**src/rtl/reset_seq.sv**
```systemverilog
// reset_seq: reset synchroniser and ordered release sequencer.
//
// Takes a raw asynchronous active-low reset and produces N_OUT synchronous
// active-high resets. All outputs assert asynchronously on arst_n, stay held
// for STRETCH cycles after the synchronised reset deasserts, then release in
// ascending index order, GAP cycles apart. done rises with the last release.
//
// Optional feature: define RESET_SEQ_SOFT_RST_EN to enable the synchronous
// software reset input. Without it soft_rst is ignored and RUN is left only
// through arst_n.
//
// Parameters:
//   SYNC_STAGES  synchroniser flop count (>= 2)
//   N_OUT        number of output resets (1..16)
//   STRETCH      cycles all outputs stay asserted after sync release (>= 1)
//   GAP          cycles between consecutive output releases (>= 1)
//
// Ports:
//   clk       in   domain clock
//   arst_n    in   asynchronous active-low reset
//   soft_rst  in   synchronous software reset request, active-high
//   rst       out  [N_OUT-1:0] active-high resets, rst[0] released first
//   done      out  high once every rst bit has been released
module reset_seq #(
  parameter int unsigned SYNC_STAGES = 2,
  parameter int unsigned N_OUT       = 4,
  parameter int unsigned STRETCH     = 16,
  parameter int unsigned GAP         = 8
) (
  input  logic             clk,
  input  logic             arst_n,
  input  logic             soft_rst,
  output logic [N_OUT-1:0] rst,
  output logic             done
);

  // Counter is sized for the larger of the two programmable intervals.
  localparam int unsigned CntMax = (STRETCH > GAP) ? STRETCH : GAP;
  localparam int unsigned CNT_W  = $clog2(CntMax + 1);
  localparam int unsigned IDX_W  = (N_OUT > 1) ? $clog2(N_OUT) : 1;

  localparam logic [CNT_W-1:0] StretchLast = CNT_W'(STRETCH - 1);
  localparam logic [CNT_W-1:0] GapLast     = CNT_W'(GAP - 1);
  localparam logic [IDX_W-1:0] IdxLast     = IDX_W'(N_OUT - 1);

  typedef enum logic [1:0] {
    StHold    = 2'd0,
    StRelease = 2'd1,
    StRun     = 2'd2
  } state_e;

  // ---------------------------------------------------------------------------
  // Synchroniser: ones shift in after arst_n deasserts.
  // ---------------------------------------------------------------------------
  logic [SYNC_STAGES-1:0] sync_q;
  logic                   sync_n;

  always_ff @(posedge clk or negedge arst_n) begin
    if (!arst_n) begin
      sync_q <= '0;
    end else begin
      sync_q <= {sync_q[SYNC_STAGES-2:0], 1'b1};
    end
  end

  assign sync_n = sync_q[SYNC_STAGES-1];

  // ---------------------------------------------------------------------------
  // Soft reset request
  // ---------------------------------------------------------------------------
`ifdef RESET_SEQ_SOFT_RST_EN
  logic soft_req;
  assign soft_req = soft_rst;
`else
  logic unused_soft_rst;
  assign unused_soft_rst = soft_rst;
`endif

  // ---------------------------------------------------------------------------
  // Sequencer state
  // ---------------------------------------------------------------------------
  state_e           state_q, state_d;
  logic [CNT_W-1:0] cnt_q, cnt_d;
  logic [IDX_W-1:0] idx_q, idx_d;
  logic [N_OUT-1:0] rst_q, rst_d;
  logic             done_q, done_d;

  always_ff @(posedge clk or negedge arst_n) begin
    if (!arst_n) begin
      state_q <= StHold;
      cnt_q   <= '0;
      idx_q   <= '0;
      rst_q   <= '1;
      done_q  <= 1'b0;
    end else begin
      state_q <= state_d;
      cnt_q   <= cnt_d;
      idx_q   <= idx_d;
      rst_q   <= rst_d;
      done_q  <= done_d;
    end
  end

  always_comb begin
    state_d = state_q;
    cnt_d   = cnt_q;
    idx_d   = idx_q;
    rst_d   = rst_q;
    done_d  = done_q;

    unique case (state_q)
      StHold: begin
        if (!sync_n) begin
          cnt_d = '0;
        end else if (cnt_q == StretchLast) begin
          // rst_q is a run of ones above a run of zeros, so masking with its
          // own left shift clears exactly the lowest still-asserted bit.
          rst_d = rst_q & (rst_q << 1);
          cnt_d = '0;
          idx_d = IDX_W'(1);
          if (N_OUT == 1) begin
            state_d = StRun;
            done_d  = 1'b1;
          end else begin
            state_d = StRelease;
          end
        end else begin
          cnt_d = cnt_q + CNT_W'(1);
        end
      end

      StRelease: begin
        if (cnt_q == GapLast) begin
          rst_d = rst_q & (rst_q << 1);
          cnt_d = '0;
          idx_d = idx_q + IDX_W'(1);
          if (idx_q == IdxLast) begin
            state_d = StRun;
            done_d  = 1'b1;
          end
        end else begin
          cnt_d = cnt_q + CNT_W'(1);
        end
      end

      StRun: begin
        rst_d  = '0;
        done_d = 1'b1;
      end

      default: begin
        state_d = StHold;
      end
    endcase

`ifdef RESET_SEQ_SOFT_RST_EN
    // Overrides any terminal-count event on the same edge.
    if (soft_req) begin
      state_d = StHold;
      cnt_d   = '0;
      idx_d   = '0;
      rst_d   = '1;
      done_d  = 1'b0;
    end
`endif
  end

  assign rst  = rst_q;
  assign done = done_q;

endmodule

```
**config.mk**
```make
export PLATFORM = sky130hd
export DESIGN_NAME = reset_seq
export DESIGN_NICKNAME = d
export VERILOG_FILES = /design/src/rtl/reset_seq.sv
export SDC_FILE = /design/constraint.sdc
export NUM_CORES = 1
export LEC_CHECK = 0
export ABC_AREA = 0
export ABC_CLOCK_PERIOD_IN_PS = 3620
export BUFFER_PORTS_ARGS = -buffer_cell sky130_fd_sc_hd__buf_4
export CAP_MARGIN = 20
export CORE_AREA = 2 2 40 42
export CTS_CLUSTER_DIAMETER = 50
export DETAILED_ROUTE_END_ITERATION = 8
export DIE_AREA = 0 0 42 44
export GPL_TIMING_DRIVEN = 1
export PLACE_DENSITY = 0.82
export SYNTH_ARGS = -nofsm -noshare
export SYNTH_HDL_FRONTEND = slang
export SYNTH_SLANG_ARGS = --single-unit
```
**constraint.sdc**
```tcl
create_clock -name clk -period 3.62 [get_ports clk]
set_clock_uncertainty 0.1 [all_clocks]
set_input_delay 0.362 -clock clk [delete_from_list [all_inputs] [get_ports clk]]
set_output_delay 0.362 -clock clk [all_outputs]
set_load 0.01 [all_outputs]
```
==> results of run 1 <==
[metal layers]
| metal | vias up | share of wire [%] | global-route usage, % |
|---|---|---|---|
| li1 | 301 | - | - |
| met1 | 295 | 44 | 19.8 |
| met2 | 12 | 51 | 27.8 |
| met3 | 2 | 3.4 | 2.50 |
| met4 | 0 | 1.3 | 9.03 |
| met5 | - | 0 | 0 |
[cells by family after synthesis]
| group | Yosys count | share of synthesized area [%] |
|---|---|---|
| adder cells (fa/ha/maj) | 4 | 6.34 |
| AO/OA/AOI/OAI | 26 | 20.8 |
| flip-flops | 16 | 51.3 |
| buffers and inverters | 6 | 3.33 |
| AND/OR/NAND/NOR | 28 | 17.8 |
| other | 1 | 0.475 |
[power by group through the flow]
stage          Clock [mW]  Sequential [mW]  Combinational, mW
2_1_floorplan           0            0.189            0.00711
6_report            0.115            0.187             0.0131
3_5_place_dp            0            0.190             0.0126
4_1_cts             0.118            0.187             0.0134
3_3_place_gp            0            0.190             0.0122
5_1_grt             0.123            0.187             0.0160
[flip-flops by register name (all words and copies together), names as in the netlist]
register and cells:
cnt_q 5, done 1, idx_q 2, rst 4, state_q 2, sync_q 2
[cells in the final DEF, fill, tap and decap left out, drive strengths merged]
cell type	n
inv	4
clkbuf	4
buf	6
o21ai	11
dlygate4sd3	1
nor2b	1
nor3	1
a21oi	6
or2b	1
conb	1
nor2	5
nand3	5
dfstp	4
or2	1
and4bb	1
nand2	12
ha	4
a21boi	1
a31oi	2
dfrtp	12
a31o	1
a22oi	1
o211a	2
nand2b	1
o31ai	2
[final cells by class]
| class | instances | area, um2 | share of cell area, % |
|---|---|---|---|
| clock buffers | 4 | 36.3 | 4.08 |
| inverters | 4 | 15.0 | 1.69 |
| multi-input cells | 59 | 358 | 40.2 |
| flip-flops and latches | 16 | 405 | 45.6 |
| well taps | 16 | 20.0 | 2.25 |
| repair buffers | 7 | 55.1 | 6.19 |
[final timing paths]
kind | cells after the start | slack (ps) | from | end
worst min register to register | 0 | 250 | sync_q[0] | sync_q[1]
worst max-delay path | 8 | 1670 | cnt_q[0] | cnt_q[3]
max in group asynchronous | 2 | 2810 | arst_n | rst[0]
worst min-delay path | 0 | 250 | sync_q[0] | sync_q[1]
worst max register to register | 8 | 1670 | cnt_q[0] | cnt_q[3]
min in group asynchronous | 2 | 360 | arst_n | cnt_q[2]
[metrics by stage]
stage          setup slack, ps  hold WS, ps  std cells
3_3_place_gp              1720          127        101
5_1_grt                   1540          273        106
2_1_floorplan             1860        -33.6         81
3_5_place_dp              1680          128        101
6_report                  1670          254        106
4_1_cts                   1650          257        106
==> impl_metrics.py, run 1 <==
metrics = {
    "status": {
        "status": "finished clean",
    },
    "place": {
        "gp_congestion": 0.829,
        "dpl.hpwl_mm": 1.01,
        "place_area_um2": 843,
        "io_buffers": 6,
    },
    "finish": {
        "fin_nets": 98,
        "diodes": 0,
        "post-route-util_pct": 62.7,
        "fillers": 111,
        "fin_area_um2": 890,
        "layout-drive-gt1-share_pct": 22.2,
        "area_growth_syn_to_layout_pct": 12.7,
    },
    "job": {
        "drv_cap": 0,
    },
    "clock_network": {
        "cts_resized": 0,
        "cts_tree": "done",
        "hold_buffers": 1,
        "cts_made_buffers": 3,
        "clkTransAtPathRegs_ps": 90,
        "clk_latency_ps": 280,
        "htree_num_levels": 1,
        "cts.sinks": 16,
        "cts-root-buf": "clkbuf_4",
        "clockBufferDepth": 2,
        "post_cts_buffers": 0,
    },
    "worst_hold_path": {
        "hold_path.class": "reg -> reg",
    },
    "grt": {
        "grt_pass1_wl_mm": 2.26,
        "antenna_found_initial": 0,
        "grt_pass1_vias": 576,
        "grt_max_degree": 17,
        "grt_use_total_pct": 16.3,
        "grt_overflow": 0,
    },
    "worst_setup_path": {
        "path_max_fanout": 5,
        "critical_path_class": "reg -> reg",
        "worst_ep_required_time_ps": 3710,
        "cpPeakStageDelay_ps": 420,
        "crit_chain": "ha_1, nand3_1, inv_1, ha_1, nand2b_1, a21oi_2, nand2_1, o31ai_1",
        "cp-end-kind": "flip-flop",
        "cp_slowest_cell": "dfrtp_1",
        "path_delay_family": "adder cells",
        "crit_path_start_kind": "flip-flop",
        "crit_top_cell": "ha_1",
        "worst-path-buf-inv": 1,
        "worstPathArrival_ps": 2040,
    },
    "synthesis": {
        "ys_seq_area_share_pct": 51.3,
        "synth_area_um2": 790,
        "synth-warning-count": 0,
        "synth_edf_count": 0,
        "ys_types": 28,
        "synth-seq-cells": 16,
        "netlist_top_cells_count": "12 x dfrtp_1, 11 x nand2_1, 8 x o21ai_0",
        "ys.flop_type": "dfrtp_1",
        "synth_most_common_cell": "dfrtp_1",
        "syn_inst": 81,
        "syn_avg_cell_area_um2": 9.75,
        "yosysTopAreaCellShare_pct": 38.0,
        "netlist_top_cells_area": "dfrtp_1 38%, dfstp_2 13%, ha_1 6.3%",
        "async_reset_ff_share_pct": 100,
        "synth_top_cell_by_area": "dfrtp_1",
        "synth_nets": 88,
    },
    "die": {
        "initial_core_util_pct": 55.6,
        "io_pins": 8,
        "die_height_um": 44,
        "core_mm2": 0.00142,
        "die_width_um": 42,
        "die_area_mm2": 0.00185,
        "rows": 14,
    },
    "routing": {
        "wl_per_cell_um": 12.5,
        "drt_first_iter_violations": 9,
        "first_pass_iters": 4,
        "drc": 0,
        "routed_wl_mm": 1.33,
        "antenna_left": 0,
        "vias_per_cell": 5.75,
        "vias": 610,
    },
    "power_and_ir_drop": {
        "max-vdd-ir-drop_v": 0.000242,
        "swShare_pct": 20.9,
        "p_int_uw": 249,
        "p_sw_uw": 65.8,
        "power_uw": 315,
        "p_clk_share_pct": 36.6,
        "comb_power_share_pct": 4.2,
        "p_leak_nw": 0.416,
        "power_density_mw_per_mm2": 354,
        "power_frac_seq_pct": 59.3,
    },
    "timing": {
        "setup-violations-final": 0,
        "hold_viol": 0,
        "clock.fmax_mhz": 513,
        "finalCritPeriodShare_pct": 53.9,
        "slew_viol_final": 0,
        "rsz0062_at_grt": "no",
        "min_period_ps": 1950,
        "fin_tns_setup_ps": 0,
    },
}
(Power assumes the default switching activity.)
==> run 2: changes to the inputs <==
ABC_CLOCK_PERIOD_IN_PS = 1900   (was 3620)
CORE_AREA = 2 2 41 43   (was 2 2 40 42)
DIE_AREA = 0 0 43 45   (was 0 0 42 44)
PLACE_DENSITY = 0.79   (was 0.82)
clock period = 1.9 ns   (was 3.62 ns; I/O delays follow)
==> impl_metrics.py, run 2 (same netlist as run 1, synthesis figures left out) <==
metrics = {
    "worst_setup_path": {
        "crit_top_cell": "ha_1",
        "worst_ep_required_time_ps": 2000,
        "cp_slowest_cell": "dfrtp_1",
        "crit_chain": "ha_1, nand3_1, inv_1, ha_1, nand2b_4, a21oi_2, nand2_1, o31ai_1",
        "crit_start": "cnt_q[1]",
        "cp-end-kind": "flip-flop",
        "rrSetupSlack_ps": 130,
        "crit_path_start_kind": "flip-flop",
        "worstPathArrival_ps": 1880,
        "path_max_fanout": 4,
        "cpPeakStageDelay_ps": 410,
        "r2r_start": "cnt_q[1]",
        "critical_path_class": "reg -> reg",
    },
    "clock_network": {
        "clkTransAtPathRegs_ps": 90,
        "htree_num_levels": 1,
        "cts_tree": "done",
        "cts-root-buf": "clkbuf_4",
        "clk_latency_ps": 290,
        "clockBufferDepth": 2,
        "cts.sinks": 16,
        "cts_made_buffers": 3,
    },
    "die": {
        "die_height_um": 45,
        "initial_core_util_pct": 53.7,
        "io_pins": 8,
        "rows": 14,
        "die_area_mm2": 0.00194,
        "core_mm2": 0.00147,
        "die_width_um": 43,
    },
    "finish": {
        "area_growth_syn_to_layout_pct": 15.5,
        "layout_commonest_cell": "dfrtp_1",
        "post-route-util_pct": 62.0,
        "layout_common_cells": "12 x dfrtp_1, 11 x nand2_1, 8 x o21ai_0, 8 x buf_4",
        "top_register": "cnt_q",
        "diodes": 0,
        "fin_area_um2": 912,
        "largest_reg_flops": 5,
        "fin_nets": 100,
        "layout-drive-gt1-share_pct": 25.0,
    },
    "timing": {
        "hold_viol": 0,
        "min_period_ps": 1770,
        "setup-violations-final": 0,
        "finalCritPeriodShare_pct": 93.4,
        "rsz0062_at_grt": "no",
        "fin_hold_ws_ps": 183,
        "clock.fmax_mhz": 564,
        "fin_tns_setup_ps": 0,
        "slew_viol_final": 0,
    },
    "grt": {
        "grt_max_degree": 17,
        "grt_use_total_pct": 17.4,
        "antenna_found_initial": 0,
        "grt_pass1_vias": 555,
        "grt_pass1_wl_mm": 2.46,
        "grt_overflow": 0,
    },
    "routing": {
        "antenna_left": 0,
        "first_pass_iters": 4,
        "drc": 0,
        "drt_first_iter_violations": 12,
        "vias": 603,
        "wl_per_cell_um": 13.8,
        "routed_wl_mm": 1.49,
        "vias_per_cell": 5.58,
    },
    "power_and_ir_drop": {
        "power_density_mw_per_mm2": 668,
        "power_uw": 609,
        "max-vdd-ir-drop_v": 0.000478,
        "p_leak_nw": 0.428,
    },
    "job": {
        "drv_cap": 0,
    },
    "place": {
        "place_area_um2": 851,
        "io_buffers": 6,
        "gp_congestion": 0.772,
        "dpl.hpwl_mm": 1.04,
    },
    "worst_hold_path": {
        "hold_path.class": "in -> async",
    },
    "status": {
        "status": "finished clean",
    },
}
[run 2: cell count changes in the layout (fill, tap and decap cells not counted)]
| cell | change |
|---|---|
| nand2b_4 | +1 |
| nand2b_1 | -1 |
| buf_4 | +2 |
[run 2: report_power, final]
part / switching [mW] / internal, mW / leakage [nW]
registers: 0.00744 / 0.348 / 0.202
clock network: 0.106 / 0.117 / 0.0210
logic: 0.0168 / 0.0133 / 0.205
[run 2: metal layers]
layer	vias to the layer above	track usage, %	wire length [um]
met1	284	21.8	691
met2	13	27.6	707
met4	0	12.7	42
met3	5	2.40	44
met5	-	0	0
li1	301	-	-
[run 2: worst paths after layout]
path | depth (start not counted) | endpoint
min | 2 | cnt_q[2]
max | 8 | cnt_q[3]
max in group asynchronous | 2 | rst[3]
min in group clk | 0 | sync_q[1]
min reg2reg | 0 | sync_q[1]
max reg2reg | 8 | cnt_q[3]
[run 2: per-stage QoR]
step | setup slack (ps) | std cells
floorplan | 140 | 81
global placement | 49.1 | 102
detailed placement | 22.3 | 102
CTS | 58.0 | 107
global route | 12.0 | 108
finish | 126 | 108
[run 2: worst max-delay path: cells and delay by family (launching register included)]
family | cells | cell delay [ps]
fa+ha+maj | 2 | 420
flops | 1 | 410
simple gates | 3 | 360
compound gates | 2 | 350
buf+inv | 1 | 50
[run 2: cell type report]
| cell class | count | area [um2] |
|---|---|---|
| Sequential cell | 16 | 405 |
| Tap cell | 16 | 20.0 |
| Clock buffer | 4 | 36.3 |
| Inverter | 4 | 15.0 |
| Fill cell | 126 | 559 |
| Timing Repair Buffer | 9 | 70.1 |
| Multi-Input combinational cell | 59 | 365 |
[run 2: timing repair]
action	CTS	global route
gates resized for setup	1	0
buffers inserted	0	1
hold buffers	1	0
setup endpoints to repair	1	2
pin swaps	0	1
hold endpoints to repair	16	0
==> run 3: changes to the inputs <==
BUFFER_PORTS_ARGS = default   (was -buffer_cell sky130_fd_sc_hd__buf_4)
CORE_AREA = 2 2 40 42   (was 2 2 41 43)
DIE_AREA = 0 0 42 44   (was 0 0 43 45)
DONT_BUFFER_PORTS = 1   (was default)
HOLD_SLACK_MARGIN = 0.08   (was default)
PLACE_DENSITY = 0.78   (was 0.79)
==> impl_metrics.py, run 3 (same netlist as run 1, synthesis figures left out) <==
metrics = {
    "status": {
        "status": "finished clean",
    },
    "routing": {
        "routed_wl_mm": 1.54,
        "vias": 599,
        "wl_met1_um": 668,
        "dr.max_layer_used": "met4",
        "wl_per_cell_um": 14.9,
        "wl_met3_um": 45,
        "met2_length_um": 815,
        "first_pass_iters": 4,
        "vias_per_cell": 5.82,
        "drc": 0,
        "drt_first_iter_violations": 15,
        "antenna_left": 0,
    },
    "die": {
        "die_width_um": 42,
        "die_area_mm2": 0.00185,
        "die_height_um": 44,
        "initial_core_util_pct": 55.6,
        "io_pins": 8,
        "core_mm2": 0.00142,
        "rows": 14,
    },
    "timing": {
        "hold_viol": 0,
        "relSlewSlack_pct": 51.6,
        "rsz0062_at_grt": "no",
        "slew_viol_final": 0,
        "min_period_ps": 1820,
        "finalCritPeriodShare_pct": 95.8,
        "setup-violations-final": 0,
        "worst_slew_pin_slew_ps": 723,
        "fin_tns_setup_ps": 0,
        "clock.fmax_mhz": 550,
    },
    "worst_setup_path": {
        "path_max_fanout": 4,
        "rrSetupSlack_ps": 80,
        "r2r_start": "cnt_q[1]",
        "cp-end-kind": "flip-flop",
        "crit_path_start_kind": "flip-flop",
        "worst_r2r_endpoint": "cnt_q[3]",
        "critical_path_class": "reg -> reg",
        "worstPathArrival_ps": 1920,
        "crit_path_end": "cnt_q[3]",
        "worst_ep_required_time_ps": 2000,
        "r2r_cells": 8,
        "crit_start": "cnt_q[1]",
    },
    "clock_network": {
        "clockBufferDepth": 2,
        "cts-root-buf": "clkbuf_4",
        "cts.sinks": 16,
        "cts_tree": "done",
        "clkTransAtPathRegs_ps": 90,
        "htree_num_levels": 1,
        "clk_latency_ps": 280,
        "cts_made_buffers": 3,
    },
    "place": {
        "gp_congestion": 0.779,
        "dpl.hpwl_mm": 1.07,
        "io_buffers": 0,
        "dp_cells": 97,
    },
    "grt": {
        "grt_pass1_vias": 590,
        "grt_pass1_wl_mm": 2.60,
        "antenna_found_initial": 0,
        "grt_max_degree": 17,
        "grt_use_total_pct": 19.5,
        "grt_overflow": 0,
    },
    "power_and_ir_drop": {
        "power_uw": 613,
        "max-vdd-ir-drop_v": 0.000491,
        "power_density_mw_per_mm2": 687,
        "p_leak_nw": 0.403,
    },
    "finish": {
        "largest_reg_flops": 5,
        "fillers": 114,
        "layout-drive-gt1-share_pct": 24.1,
        "final_cells": 103,
        "layout_commonest_cell": "dfrtp_1",
        "layout_common_cells": "12 x dfrtp_1, 10 x nand2_1",
        "top_register": "cnt_q",
        "fin_nets": 95,
        "diodes": 0,
        "area_growth_syn_to_layout_pct": 13.0,
    },
    "job": {
        "drv_cap": 0,
    },
    "worst_hold_path": {
        "hold_path.class": "reg -> reg",
    },
}
-- run 3: metal layers --
metal / track usage (%) / vias up
met5: 0 / -
met2: 34.1 / 10
li1: - / 297
met1: 21.9 / 290
met4: 11.0 / 0
met3: 4.58 / 2
-- run 3: final cells by class --
| class | instances | area (um2) | share of cell area, % |
|---|---|---|---|
| timing repair buffer | 4 | 32.5 | 3.65 |
| sequential | 16 | 405 | 45.4 |
| multi-input combinational | 59 | 383 | 42.9 |
| tap | 16 | 20.0 | 2.24 |
| clock buffer | 4 | 36.3 | 4.07 |
| inverter | 4 | 15.0 | 1.68 |
-- run 3: repair_timing --
item / 4_1_cts / 5_1_grt
hold buffers: 1 / 0
pin swaps: 1 / 1
setup endpoints to repair: 1 / 4
buffers inserted: 1 / 0
hold endpoints to repair: 16 / 0
resized for setup: 2 / 7
-- run 3: worst max-delay path, cell delays in order (launching register included) --
cell and delay (ps):
dfrtp_1 410, ha_2 190, nand3_1 110, inv_1 50, ha_1 210, nand2b_4 180, a21oi_4 170, nand2_2 90
o31ai_2 230
-- run 3: worst min path at each step --
stage	startpoint	endpoint	slack [ps]	depth (start not counted)
after floorplan	arst_n	cnt_q[0]	-210	0
after global placement	arst_n	cnt_q[2]	-210	0
after detailed placement	arst_n	cnt_q[2]	-210	0
after CTS	sync_q[0]	sync_q[1]	270	0
after global routing	sync_q[0]	sync_q[1]	280	0
final	sync_q[0]	sync_q[1]	260	0
-- run 3: power by group --
| group | internal (mW) | leakage (nW) | total, mW | switching, mW |
|---|---|---|---|---|
| Clock | 0.117 | 0.0210 | 0.224 | 0.108 |
| Combinational | 0.0145 | 0.180 | 0.0330 | 0.0184 |
| Sequential | 0.349 | 0.202 | 0.356 | 0.00742 |
-- run 3: per-stage QoR --
step | setup slack, ps | utilization (%) | hold WS [ps] | cell area (um2)
after global routing | 10.6 | 62.9 | 277 | 892
after floorplan | 140 | - | -206 | 790
after detailed placement | -41.6 | 57.3 | -205 | 813
after global placement | 75.5 | 57.3 | -205 | 813
after CTS | 9.97 | 61.6 | 268 | 875
final | 80.3 | 62.9 | 264 | 892
